[src/rtl/bitnet_result_wr_dma.sv]
// bitnet_result_wr_dma: AXI4 write-master DMA that drains the result stream into DDR
// using 4 KB-safe INCR bursts, one outstanding. Option macro: VIBEE_WR_DMA_ERR_ABORT_EN.
`default_nettype none

module bitnet_result_wr_dma #(
    parameter int ADDR_WIDTH = 64,
    parameter int DATA_WIDTH = 64,
    parameter int ID_WIDTH   = 4,
    parameter int MAX_BURST  = 256
) (
    input  logic                    clk,
    input  logic                    rst,
    input  logic                    start,
    input  logic [ADDR_WIDTH-1:0]   base_addr,
    input  logic [31:0]             total_beats,
    input  logic [DATA_WIDTH-1:0]   s_data,
    input  logic                    s_valid,
    output logic                    s_ready,
    output logic [ID_WIDTH-1:0]     m_axi_awid,
    output logic [ADDR_WIDTH-1:0]   m_axi_awaddr,
    output logic [7:0]              m_axi_awlen,
    output logic [2:0]              m_axi_awsize,
    output logic [1:0]              m_axi_awburst,
    output logic                    m_axi_awvalid,
    input  logic                    m_axi_awready,
    output logic [DATA_WIDTH-1:0]   m_axi_wdata,
    output logic [DATA_WIDTH/8-1:0] m_axi_wstrb,
    output logic                    m_axi_wlast,
    output logic                    m_axi_wvalid,
    input  logic                    m_axi_wready,
    input  logic [1:0]              m_axi_bresp,
    input  logic                    m_axi_bvalid,
    output logic                    m_axi_bready,
    output logic                    busy,
    output logic                    done,
    output logic                    error,
    output logic [31:0]             beats_written
);

    localparam int BYTES = DATA_WIDTH / 8;
    localparam int SIZE  = $clog2(BYTES);
    localparam logic [ADDR_WIDTH-1:0] ALIGN_MASK = ~(ADDR_WIDTH'(BYTES - 1));

    typedef enum logic [2:0] {
        S_IDLE = 3'd0,
        S_ADDR = 3'd1,
        S_DATA = 3'd2,
        S_RESP = 3'd3,
        S_DONE = 3'd4
    } state_t;

    state_t                  state, state_nxt;
    logic [ADDR_WIDTH-1:0]   addr;
    logic [31:0]             remaining;
    logic [8:0]              len;
    logic [8:0]              beat_cnt;
    logic [31:0]             page_beats;
    logic [31:0]             burst_len32;
    logic [8:0]              burst_len;
    logic                    beat_last;
    logic                    w_fire;

    // Beats left before the next 4 KB page; the burst is clipped to this.
    always_comb begin
        page_beats  = 32'((13'd4096 - {1'b0, addr[11:0]}) >> SIZE);
        burst_len32 = remaining;
        if (32'(MAX_BURST) < burst_len32) burst_len32 = 32'(MAX_BURST);
        if (page_beats < burst_len32)     burst_len32 = page_beats;
    end

    assign burst_len = burst_len32[8:0];
    assign beat_last = (beat_cnt == len - 9'd1);
    assign w_fire    = (state == S_DATA) && s_valid && m_axi_wready;

    assign m_axi_awid    = '0;
    assign m_axi_awsize  = 3'(SIZE);
    assign m_axi_awburst = 2'b01;
    assign m_axi_awaddr  = addr;
    assign m_axi_awlen   = (state == S_ADDR) ? 8'(burst_len - 9'd1) : 8'd0;
    assign m_axi_wstrb   = '1;
    assign m_axi_wdata   = (state == S_DATA) ? s_data : '0;
    assign m_axi_wlast   = (state == S_DATA) && beat_last;
    assign busy          = (state != S_IDLE);

    always_ff @(posedge clk or posedge rst) begin
        if (rst) state <= S_IDLE;
        else     state <= state_nxt;
    end

    always_comb begin
        state_nxt     = state;
        m_axi_awvalid = 1'b0;
        m_axi_wvalid  = 1'b0;
        s_ready       = 1'b0;
        m_axi_bready  = 1'b0;
        done          = 1'b0;
        case (state)
            S_IDLE: begin
                if (start) state_nxt = (total_beats == 32'd0) ? S_DONE : S_ADDR;
            end
            S_ADDR: begin
                m_axi_awvalid = 1'b1;
                if (m_axi_awready) state_nxt = S_DATA;
            end
            S_DATA: begin
                m_axi_wvalid = s_valid;
                s_ready      = m_axi_wready;
                if (w_fire && beat_last) state_nxt = S_RESP;
            end
            S_RESP: begin
                m_axi_bready = 1'b1;
                if (m_axi_bvalid) begin
                    if (remaining == 32'(len)) state_nxt = S_DONE;
                    else                       state_nxt = S_ADDR;
`ifdef VIBEE_WR_DMA_ERR_ABORT_EN
                    if (m_axi_bresp != 2'b00)  state_nxt = S_DONE;
`endif
                end
            end
            S_DONE: begin
                done      = 1'b1;
                state_nxt = S_IDLE;
            end
            default: state_nxt = S_IDLE;
        endcase
    end

    always_ff @(posedge clk or posedge rst) begin
        if (rst) begin
            addr          <= '0;
            remaining     <= '0;
            len           <= '0;
            beat_cnt      <= '0;
            error         <= 1'b0;
            beats_written <= '0;
        end else begin
            case (state)
                S_IDLE: begin
                    if (start) begin
                        addr          <= base_addr & ALIGN_MASK;
                        remaining     <= total_beats;
                        error         <= 1'b0;
                        beats_written <= '0;
                    end
                end
                S_ADDR: begin
                    if (m_axi_awready) begin
                        len      <= burst_len;
                        beat_cnt <= '0;
                    end
                end
                S_DATA: begin
                    if (w_fire) beat_cnt <= beat_last ? 9'd0 : beat_cnt + 9'd1;
                end
                S_RESP: begin
                    if (m_axi_bvalid) begin
                        beats_written <= beats_written + 32'(len);
                        remaining     <= remaining - 32'(len);
                        addr          <= addr + (ADDR_WIDTH'(len) << SIZE);
                        if (m_axi_bresp != 2'b00) error <= 1'b1;
                    end
                end
                default: ;
            endcase
        end
    end

endmodule

`default_nettype wire

[config.mk]
export PLATFORM = sky130hd
export DESIGN_NAME = bitnet_result_wr_dma
export DESIGN_NICKNAME = d
export VERILOG_FILES = /design/src/rtl/bitnet_result_wr_dma.sv
export SDC_FILE = /design/constraint.sdc
export NUM_CORES = 1
export LEC_CHECK = 0
export ABC_AREA = 1
export BUFFER_PORTS_ARGS = -buffer_cell sky130_fd_sc_hd__buf_2
export CAP_MARGIN = 30
export CORE_MARGIN = 1.5
export CORE_UTILIZATION = 35
export DETAILED_ROUTE_END_ITERATION = 10
export GPL_TIMING_DRIVEN = 0
export PLACE_DENSITY = 0.61
export SLEW_MARGIN = 20
export SYNTH_ARGS = -nofsm -noshare
export SYNTH_HDL_FRONTEND = slang
export SYNTH_SLANG_ARGS = --single-unit
export TNS_END_PERCENT = 30
[constraint.sdc]
create_clock -name clk -period 12.6 [get_ports clk]
set_input_delay 3.15 -clock clk [delete_from_list [all_inputs] [get_ports clk]]
set_output_delay 3.15 -clock clk [all_outputs]
set_load 0.05 [all_outputs]
; Word level (Yosys, flattened, before mapping)
; Cells that the tools add are included.
[totals]
regBits = 150
output_inout_bits = 193
inputBits = 169
word_cells = 76
[op_classes]
reduce_logical = 15
eq_ne = 12
addsub = 7
muxes = 33
magnitude_cmp = 2
[ops]
columns = operator, n
row1 = $mux 64, 3
row2 = $mux 32, 5
row3 = $pmux 32 s2, 2
row4 = $pmux 64 s2, 1
row5 = $add 64x12->64, 1
row6 = $mux 9, 4
row7 = $add 32x9->32, 1
row8 = $eq 32x9->1, 1
row9 = $logic_not 32->1, 1
row10 = $lt 29x32->1, 1
row11 = $lt 9x32->1 const A, 1
row12 = $sub 32x9->32, 1
row13 = $mux 3, 6
row14 = $pmux 9 s2, 1
row15 = $sub 13x12->14 const A, 1
row16 = $pmux 3 s4, 1
row17 = $ne 2x2->1 const B, 5
row18 = $add 9x1->9 const B, 1
row19 = $eq 9x9->1, 1
row20 = $sub 9x1->9 const B, 1
row21 = $mux 1, 8
row22 = $mux 8, 1
row23 = $reduce_and 4->1, 2
row24 = $sub 8x1->8 const B, 1
row25 = 11 further kinds, 18

; Longest topological paths before layout
; Gate-level depths: netlist of run 1.
[depth]
depth_word = 6
mapped_depth = 26

; Worst setup path before layout of run 1
; OpenSTA, ideal clock, no wires.
[synth_path]
kind = input-to-output
from = input port s_valid
to = output port m_axi_wvalid
slack_ns = 5.612
required_time_ns = 9.450
stages = 2
arrival_time_ns = 3.838
cell_sequence = inv_1 nor2_1
[synth_via]
elab_chain_len = 1
[synth_rtl]
columns = element, line_no
row1 = "start, declared", 17  ; input logic s_valid,
row2 = $mux 1, 97  ; case (state)
row3 = "end, declared", 29  ; output logic m_axi_wvalid,
; No other way between the ends.

; Worst setup path in the final report of run 1
[layout_path]
from = register addr[4], in the netlist m_axi_awaddr[4]
to = output port m_axi_awlen[7]
[layout_via]
elab_chain_len = 5
[layout_rtl]
columns = element, line_no
row1 = "start, declared", 53  ; logic [ADDR_WIDTH-1:0] addr;
row2 = "start signal, assigned", 140  ; addr <= base_addr & ALIGN_MASK;
row3 = "start signal, assigned", 159  ; addr <= addr + (ADDR_WIDTH'(len) << SIZE);
row4 = $sub 13x12->14 (*), 65  ; page_beats = 32'((13'd4096 - {1'b0, addr[11:0]}) >> SIZE);
row5 = $lt 29x32->1, 68  ; if (page_beats < burst_len32) burst_len32 = page_beats;
row6 = $mux 9 (*), 68
row7 = $sub 8x1->8 (*), 79  ; assign m_axi_awlen = (state == S_ADDR) ? 8'(burst_len - 9'd1) : 8'd0;
row8 = $mux 8 (*), 79
row9 = "end, declared", 21  ; output logic [7:0] m_axi_awlen,
; Every way passes the cells marked *; elsewhere a longest branch is shown, timed or not.

==> flow_metrics.tcl, run 1 <==
set metrics [dict create \
    synth_top_family_by_area "simple AND/OR/NAND/NOR gates" \
    post_drt_wl_per_cell_um 17.9 \
    diodes 0 \
    h-tree-depth 4 \
    r2r_start "m_axi_awaddr[3]" \
    hold_class "flip-flop to flip-flop" \
    firstDrtPassIters 5 \
    numClockSinks 147 \
    rr_endpoint "len[7]" \
    max_slew_margin 0.425 \
    grt_pass1_vias 12525 \
    path_depth 17 \
    clk_latency_ns 0.45 \
    cp_cell_sequence "inv_1 > ha_1 > nand3_1 > nor3_1 > nand2_1 > nor2_1 > xor2_1 > ha_1 > a21oi_1 > clkbuf_1 > nand3_1 > nand2_1 > nand2_1 > nor2_1 > a21oi_1 > nor2_1 > buf_2" \
    start_util 0.359 \
    worst-setup-path-type "flip-flop to output port" \
    clkPwrFrac 0.138 \
    cpPeakStageDelay_ns 0.44 \
    synthMuxAreaShare 0 \
    die_y_um 186 \
    drive_gt1_frac 0.224 \
    period_minus_slack_ns 7.20 \
    rr_worst_depth 18 \
    rows 66 \
    die_area_mm2 0.0347 \
    ctsHoldBuffers 0 \
    irDropWorstVdd_mv 0.155 \
    gp_routability_congestion 0.958 \
    hold_depth 1 \
    p_leak_nw 7.40 \
    worst_pin_slew_ns 0.863 \
    p_comb_frac 0.651 \
    switchingPower_mw 2.58 \
    path_clk_slew_ns 0.07 \
    layout.nets 2326 \
    worst_ep_arrival_time_ns 4.05 \
    io_buffers 338 \
    grt_usage 0.263 \
    rsz0062_at_grt "no" \
    area.growth.synth_to_final_pct 25.7 \
    clock_path_buffers 2 \
    hpwl_um 36600 \
    cts-root-buf "clkbuf_16" \
    ys_seq_area_frac 0.313 \
    yosysTopAreaCell "dfrtp_1" \
    timing.critical_path.buf_inv 3 \
    syn-instance-count 1737 \
    syn-cell-area_mm2 0.0118 \
    crit_end "m_axi_awlen[7]" \
    ff2ff_setup_slack_ns 9.17 \
    regArea_mm2 0.00368 \
    cp-startpoint "m_axi_awaddr[4]" \
    share_seq_of_total_power 0.210 \
    ant_nets 0 \
    post_cts_buffers 0 \
    drt_wl_total_um 46100 \
    dr_total_vias 13064 \
    powerDensity_mw_per_mm2 298 \
    sw_frac_of_total 0.585 \
    core_area_mm2 0.0328 \
    yosys-top-cells-area "dfrtp_1, nand2_1, inv_1, nor2_1, xor2_1" \
    ys_types 52 \
    endpoint_kind "output port" \
    synth.ff_latch_count 147 \
    drv_cap 0 \
    yosys.area_share.simple 0.307 \
    cts_resized 0 \
    fin_crit_sh 0.571 \
    startpoint_type "flip-flop" \
    cp_max_fo 10 \
    cts_tree "done" \
    die_w_um 186 \
    slew_viol_final 0 \
    postSynthAreaPerCell_um2 6.78 \
    overflow 0 \
    grt_pass1_wl_um 71900 \
    multiInputGateArea_mm2 0.00676 \
    antenna_found_initial 1 \
    setup_slack_ns 5.40 \
    yosysWarnings 0 \
    critPathTopFamily "simple AND/OR/NAND/NOR gates" \
    status "completed" \
    max_freq_mhz 139 \
    crit_required_ns 9.45 \
    synth_compound_area_frac 0.156 \
    drcViolationCount 0 \
    dp_slack_ns 5.61 \
    slowest_stage "dfrtp_1" \
    finalClockSkew_ns 0.0146 \
    p_int_mw 1.83 \
    synth_fa_ha_area_frac 0.0476 \
    pin_count 362 \
    n_fill_cell 3501 \
    dr.first_iter.drc_count 883 \
    synth-xor-area-share 0.0566 \
    fin_setup_tns_ns 0 \
    hold_viol 0 \
    synth_top_area_frac 0.313 \
    cts_inserted_buffers 17 \
    via_per_inst 5.09 \
    grt_max_degree 75 \
    setup_viol 0 \
]
==> stage by stage <==
step                      area [µm²]  power [mW]   util  hold WS [ns]  cells
after global routing           14800        4.73  0.451         0.500   2569
after global placement         14100        3.74  0.430         0.453   2536
after floorplan                11800        2.95      -         0.494   1756
after detailed placement       14100        3.77  0.431         0.470   2537
after CTS                      14800        4.40  0.451         0.482   2569
final                          14800        4.42  0.451         0.473   2569
==> how the worst min path moves through the flow <==
stage,start,end
after floorplan,remaining[27],remaining[27]
after global placement,beats_written[31],beats_written[31]
after detailed placement,beats_written[31],beats_written[31]
after CTS,beats_written[31],beats_written[31]
after global routing,beats_written[31],beats_written[31]
final,beats_written[31],beats_written[31]
==> layout make-up <==
class                      instances  area share
inverter                         276      0.0705
clock buffer                      18      0.0290
multi-input combinational       1262       0.457
timing repair buffer             339       0.116
sequential                       147       0.249
tap                              442      0.0374
clock inverter                    14      0.0167
buffer                            71      0.0250
==> state kept, by name, summed over array words and instances, names as in the netlist <==
register,cells
len,9
error,1
beat_cnt,9
m_axi_awaddr,61
beats_written,32
state,3
remaining,32
==> power groups by stage <==
stage	Sequential (mW)	Clock, mW	Combinational [mW]
finish	0.929	0.610	2.88
floorplan	1.22	0	1.74
global route	0.952	0.634	3.15
global placement	0.924	0	2.82
detailed placement	0.926	0	2.85
CTS	0.921	0.616	2.86
==> layer usage <==
metal / GRT usage / share of wire
met1: 0.358 / 0.46
met2: 0.416 / 0.45
met3: 0.0560 / 0.070
met4: 0.0785 / 0.024
met5: 0 / 0.00028
==> worst reg2reg max path, stage by stage, from the launching register on <==
cell,delay (ns)
dfrtp_1,0.49
inv_1,0.14
ha_1,0.22
nand3_1,0.17
nor3_1,0.08
or2_2,0.28
nand2_1,0.16
inv_1,0.07
ha_1,0.29
nand2_1,0.08
nor2_1,0.05
a211oi_1,0.23
nand2_2,0.11
nand2_4,0.10
nand2_4,0.08
buf_6,0.17
a21oi_1,0.39
nand2_1,0.09
o21ai_0,0.13
==> cells by family after synthesis <==
group | after synthesis
AOI/OAI and AO/OA | 307
and+or+nand+nor | 815
adders and majority gates | 43
other | 2
DFF | 147
buffers and inverters | 347
xor gates and xnor gates | 76
==> cells in the final DEF (no fill, tap or decap), drive strengths merged, types with 12 or more instances in the layout <==
cell type,instances
inv,281
o21ai,110
o221ai,15
clkbuf,55
conb,21
ha,40
nor3,53
nand4,29
o22ai,12
a21oi,80
nor4,30
o211ai,52
dfrtp,147
xnor2,13
nand3,79
nor2,254
xor2,63
nand2,353
buf,373
==> synth_stat cells, drive strengths merged <==
cell     instances
xor2            63
nand3b           6
a22oi            4
nor3b            2
nor2           254
o22ai           12
nor4            30
a21boi           2
o21a             5
a211oi           5
o21bai           2
nand4           29
o32ai            1
a21oi           80
and3             2
inv            276
or2              5
clkbuf          37
ha              40
conb             2
o221ai          15
o31ai            6
nor3            53
nand2          353
o21ai          110
o311ai           1
nand3           79
dfrtp          147
o211ai          52
xnor2           13
buf             34
a22o             4
fa               3
or4              2
o2111ai          1
a21o             1
a31oi            6
(Power assumes the default switching activity.)
==> run 2: changes to the inputs <==
Settings changed: ABC_AREA 1 to 0, PLACE_DENSITY 0.61 to 0.64.
Clock period 12.6 ns to 6.2 ns, I/O delays scaled along.
==> flow_metrics.tcl, run 2 <==
set metrics [dict create \
    status "finished, violations left" \
    violations "negative setup slack" \
    antenna_found_initial 13 \
    period_minus_slack_ns 6.21 \
    synth_compound_area_frac 0.194 \
    stdcell_count 2151 \
    p_int_mw 3.67 \
    start_util 0.355 \
    drcViolationCount 0 \
    sw_frac_of_total 0.570 \
    grt_pass1_vias 11417 \
    path_clk_slew_ns 0.07 \
    setup_viol 2 \
    area.growth.synth_to_final_pct 30.1 \
    postSynthAreaPerCell_um2 8.09 \
    share_seq_of_total_power 0.230 \
    firstDrtPassIters 5 \
    io_buffers 338 \
    clkPwrFrac 0.126 \
    rr_worst_depth 19 \
    cts_inserted_buffers 17 \
    hold_depth 2 \
    dr.first_iter.drc_count 1146 \
    h-tree-depth 4 \
    rr_endpoint "len[5]" \
    dr_total_vias 12237 \
    yosys.area_share.simple 0.281 \
    worst_ep_arrival_time_ns 4.66 \
    path_common_cell "buf_8" \
    synth.ff_latch_count 147 \
    setup_slack_ns -0.0140 \
    hpwl_um 32600 \
    endpoint_kind "output port" \
    power.total_mw 8.53 \
    ys_seq_area_frac 0.339 \
    grt_usage 0.263 \
    synth_fa_ha_area_frac 0.0517 \
    syn-cell-area_mm2 0.0108 \
    max_slew_margin 0.364 \
    p_comb_frac 0.644 \
    overflow 0 \
    yosysTopAreaCell "dfrtp_1" \
    ff2ff_setup_slack_ns 1.65 \
    rows 64 \
    hold_viol 0 \
    cp_cell_sequence "or4_4 > or4b_4 > nand3b_4 > a21oi_4 > buf_8 > buf_8 > nand2_4 > ha_4 > nand4_1 > nor2_1 > nor4_1 > a21oi_1 > a211o_1 > buf_6 > buf_8 > and4b_1 > nor3_2 > buf_6" \
    pin_count 362 \
    layout.nets 1946 \
    worst_pin_slew_ns 0.947 \
    drive_gt1_frac 0.256 \
    switchingPower_mw 4.86 \
    synth_top_family_by_area "simple AND/OR/NAND/NOR gates" \
    grt_pass1_wl_um 64300 \
    slew_viol_final 0 \
    grt_max_degree 80 \
    yosys-top-cells-area "dfrtp_1, nand2_1, and3_1, ha_1, nor2_1" \
    rsz0062_at_grt "yes" \
    die_y_um 179 \
    core_area_mm2 0.0305 \
    dp.cells 2094 \
    final_cell_mix "buf_2, nand2_1, dfrtp_1" \
    largest_reg_flops 61 \
    ctsHoldBuffers 0 \
    p_leak_nw 6.86 \
    via_per_inst 5.69 \
    cpPeakStageDelay_ns 0.57 \
    die_w_um 179 \
    irDropWorstVdd_mv 0.332 \
    synth-edff-count 0 \
    cts_tree "done" \
    fin_crit_sh 1.00 \
    synth_most_common_cell "nand2_1" \
    die_area_mm2 0.0320 \
    crit_end "m_axi_awlen[3]" \
    drt_wl_total_um 43400 \
    synth_top_area_frac 0.339 \
    ys_types 71 \
    powerDensity_mw_per_mm2 605 \
    netlist_top_cells_count "nand2_1, dfrtp_1, nor2_1, and3_1, o21ai_0" \
    hold_class "flip-flop to flip-flop" \
    numClockSinks 147 \
    cts-root-buf "clkbuf_16" \
    drv_cap 0 \
    clk_latency_ns 0.44 \
    async_reset_ff_frac 1.00 \
    clock_path_buffers 2 \
    synth-xor-area-share 0.0590 \
    r2r_start "remaining[14]" \
    synth_flop_cell "dfrtp_1" \
    syn-instance-count 1340 \
    cp_max_fo 7 \
    yosysWarnings 0 \
    synthMuxAreaShare 0.0181 \
    ant_nets 0 \
    startpoint_type "flip-flop" \
    mostFrequentLayoutCell "buf_2" \
    worst-setup-path-type "flip-flop to output port" \
    cp-startpoint "remaining[14]" \
    slowest_stage "or4_4" \
    gp_routability_congestion 0.917 \
    crit_required_ns 4.65 \
    post_drt_wl_per_cell_um 20.2 \
    max_freq_mhz 161 \
    finalClockSkew_ns 0.0144 \
]
run 2: power groups by stage:
stage | registers [mW] | logic [mW] | clock network (mW)
5_1_grt | 2.03 | 5.93 | 1.12
3_3_place_gp | 1.93 | 5.19 | 0
2_1_floorplan | 2.50 | 3.20 | 0
4_1_cts | 1.93 | 5.33 | 1.08
3_5_place_dp | 1.94 | 5.28 | 0
6_report | 1.96 | 5.49 | 1.07
run 2: metrics by stage:
stage	setup slack, ns	TNS, ns	util	area [µm²]	hold slack (ns)
after floorplan	-0.273	-1.13	-	10900	0.481
after global placement	-1.41	-206.11	0.429	13100	0.487
after detailed placement	-0.0299	-0.0739	0.431	13100	0.502
after CTS	0.0163	0	0.452	13800	0.518
after global routing	-0.141	-0.818	0.462	14100	0.552
final	-0.0140	-0.0266	0.462	14100	0.510
run 2: critical path, delay by kind of cell (launching register included):
family | cells | cell delay (ns)
buf+inv | 5 | 0.71
simple gates | 9 | 2.25
fa+ha+maj | 1 | 0.25
compound gates | 3 | 0.59
flops | 1 | 0.42
run 2: cells by family after synthesis:
logic type | after synthesis
simple gates | 603
other cells | 2
flops | 147
xor+xnor | 73
fa+ha+maj | 43
buf+inv | 139
mux | 18
compound gates | 315
run 2: how the worst min path moves through the flow:
stage                startpoint          endpoint  slack (ns)
5_1_grt                   error             error        0.55
2_1_floorplan     remaining[25]     remaining[25]        0.48
3_3_place_gp   beats_written[4]  beats_written[4]        0.49
4_1_cts        beats_written[7]  beats_written[7]        0.52
3_5_place_dp   beats_written[5]  beats_written[5]        0.50
6_report       beats_written[7]  beats_written[7]        0.51
run 2: timing repair:
| action | 4_1_cts | 5_1_grt |
|---|---|---|
| gates resized for setup | 13 | 34 |
| buffers inserted | 0 | 16 |
| gates cloned | 0 | 1 |
| pin swaps | 0 | 16 |
| endpoints found under the setup margin | 8 | 8 |
| endpoints found under the hold margin | 0 | 0 |
run 2: layout make-up:
type	count	area [µm²]
multi-input cells	1073	6760
clock inverters	13	149
inverters	41	161
fillers	3111	16400
plain buffers	98	488
clock buffers	19	443
diodes	8	20.0
flip-flops and latches	147	3680
repair buffers	356	1910
well taps	396	495
run 2: layer usage:
metal | track usage | wire length, µm | part of all wire | vias to the layer above
li1 | - | - | - | 5675
met1 | 0.333 | 17300 | 0.40 | 5822
met2 | 0.430 | 20600 | 0.47 | 640
met3 | 0.0655 | 4200 | 0.097 | 92
met4 | 0.102 | 1270 | 0.029 | 8
met5 | 0 | 34 | 0.00078 | -
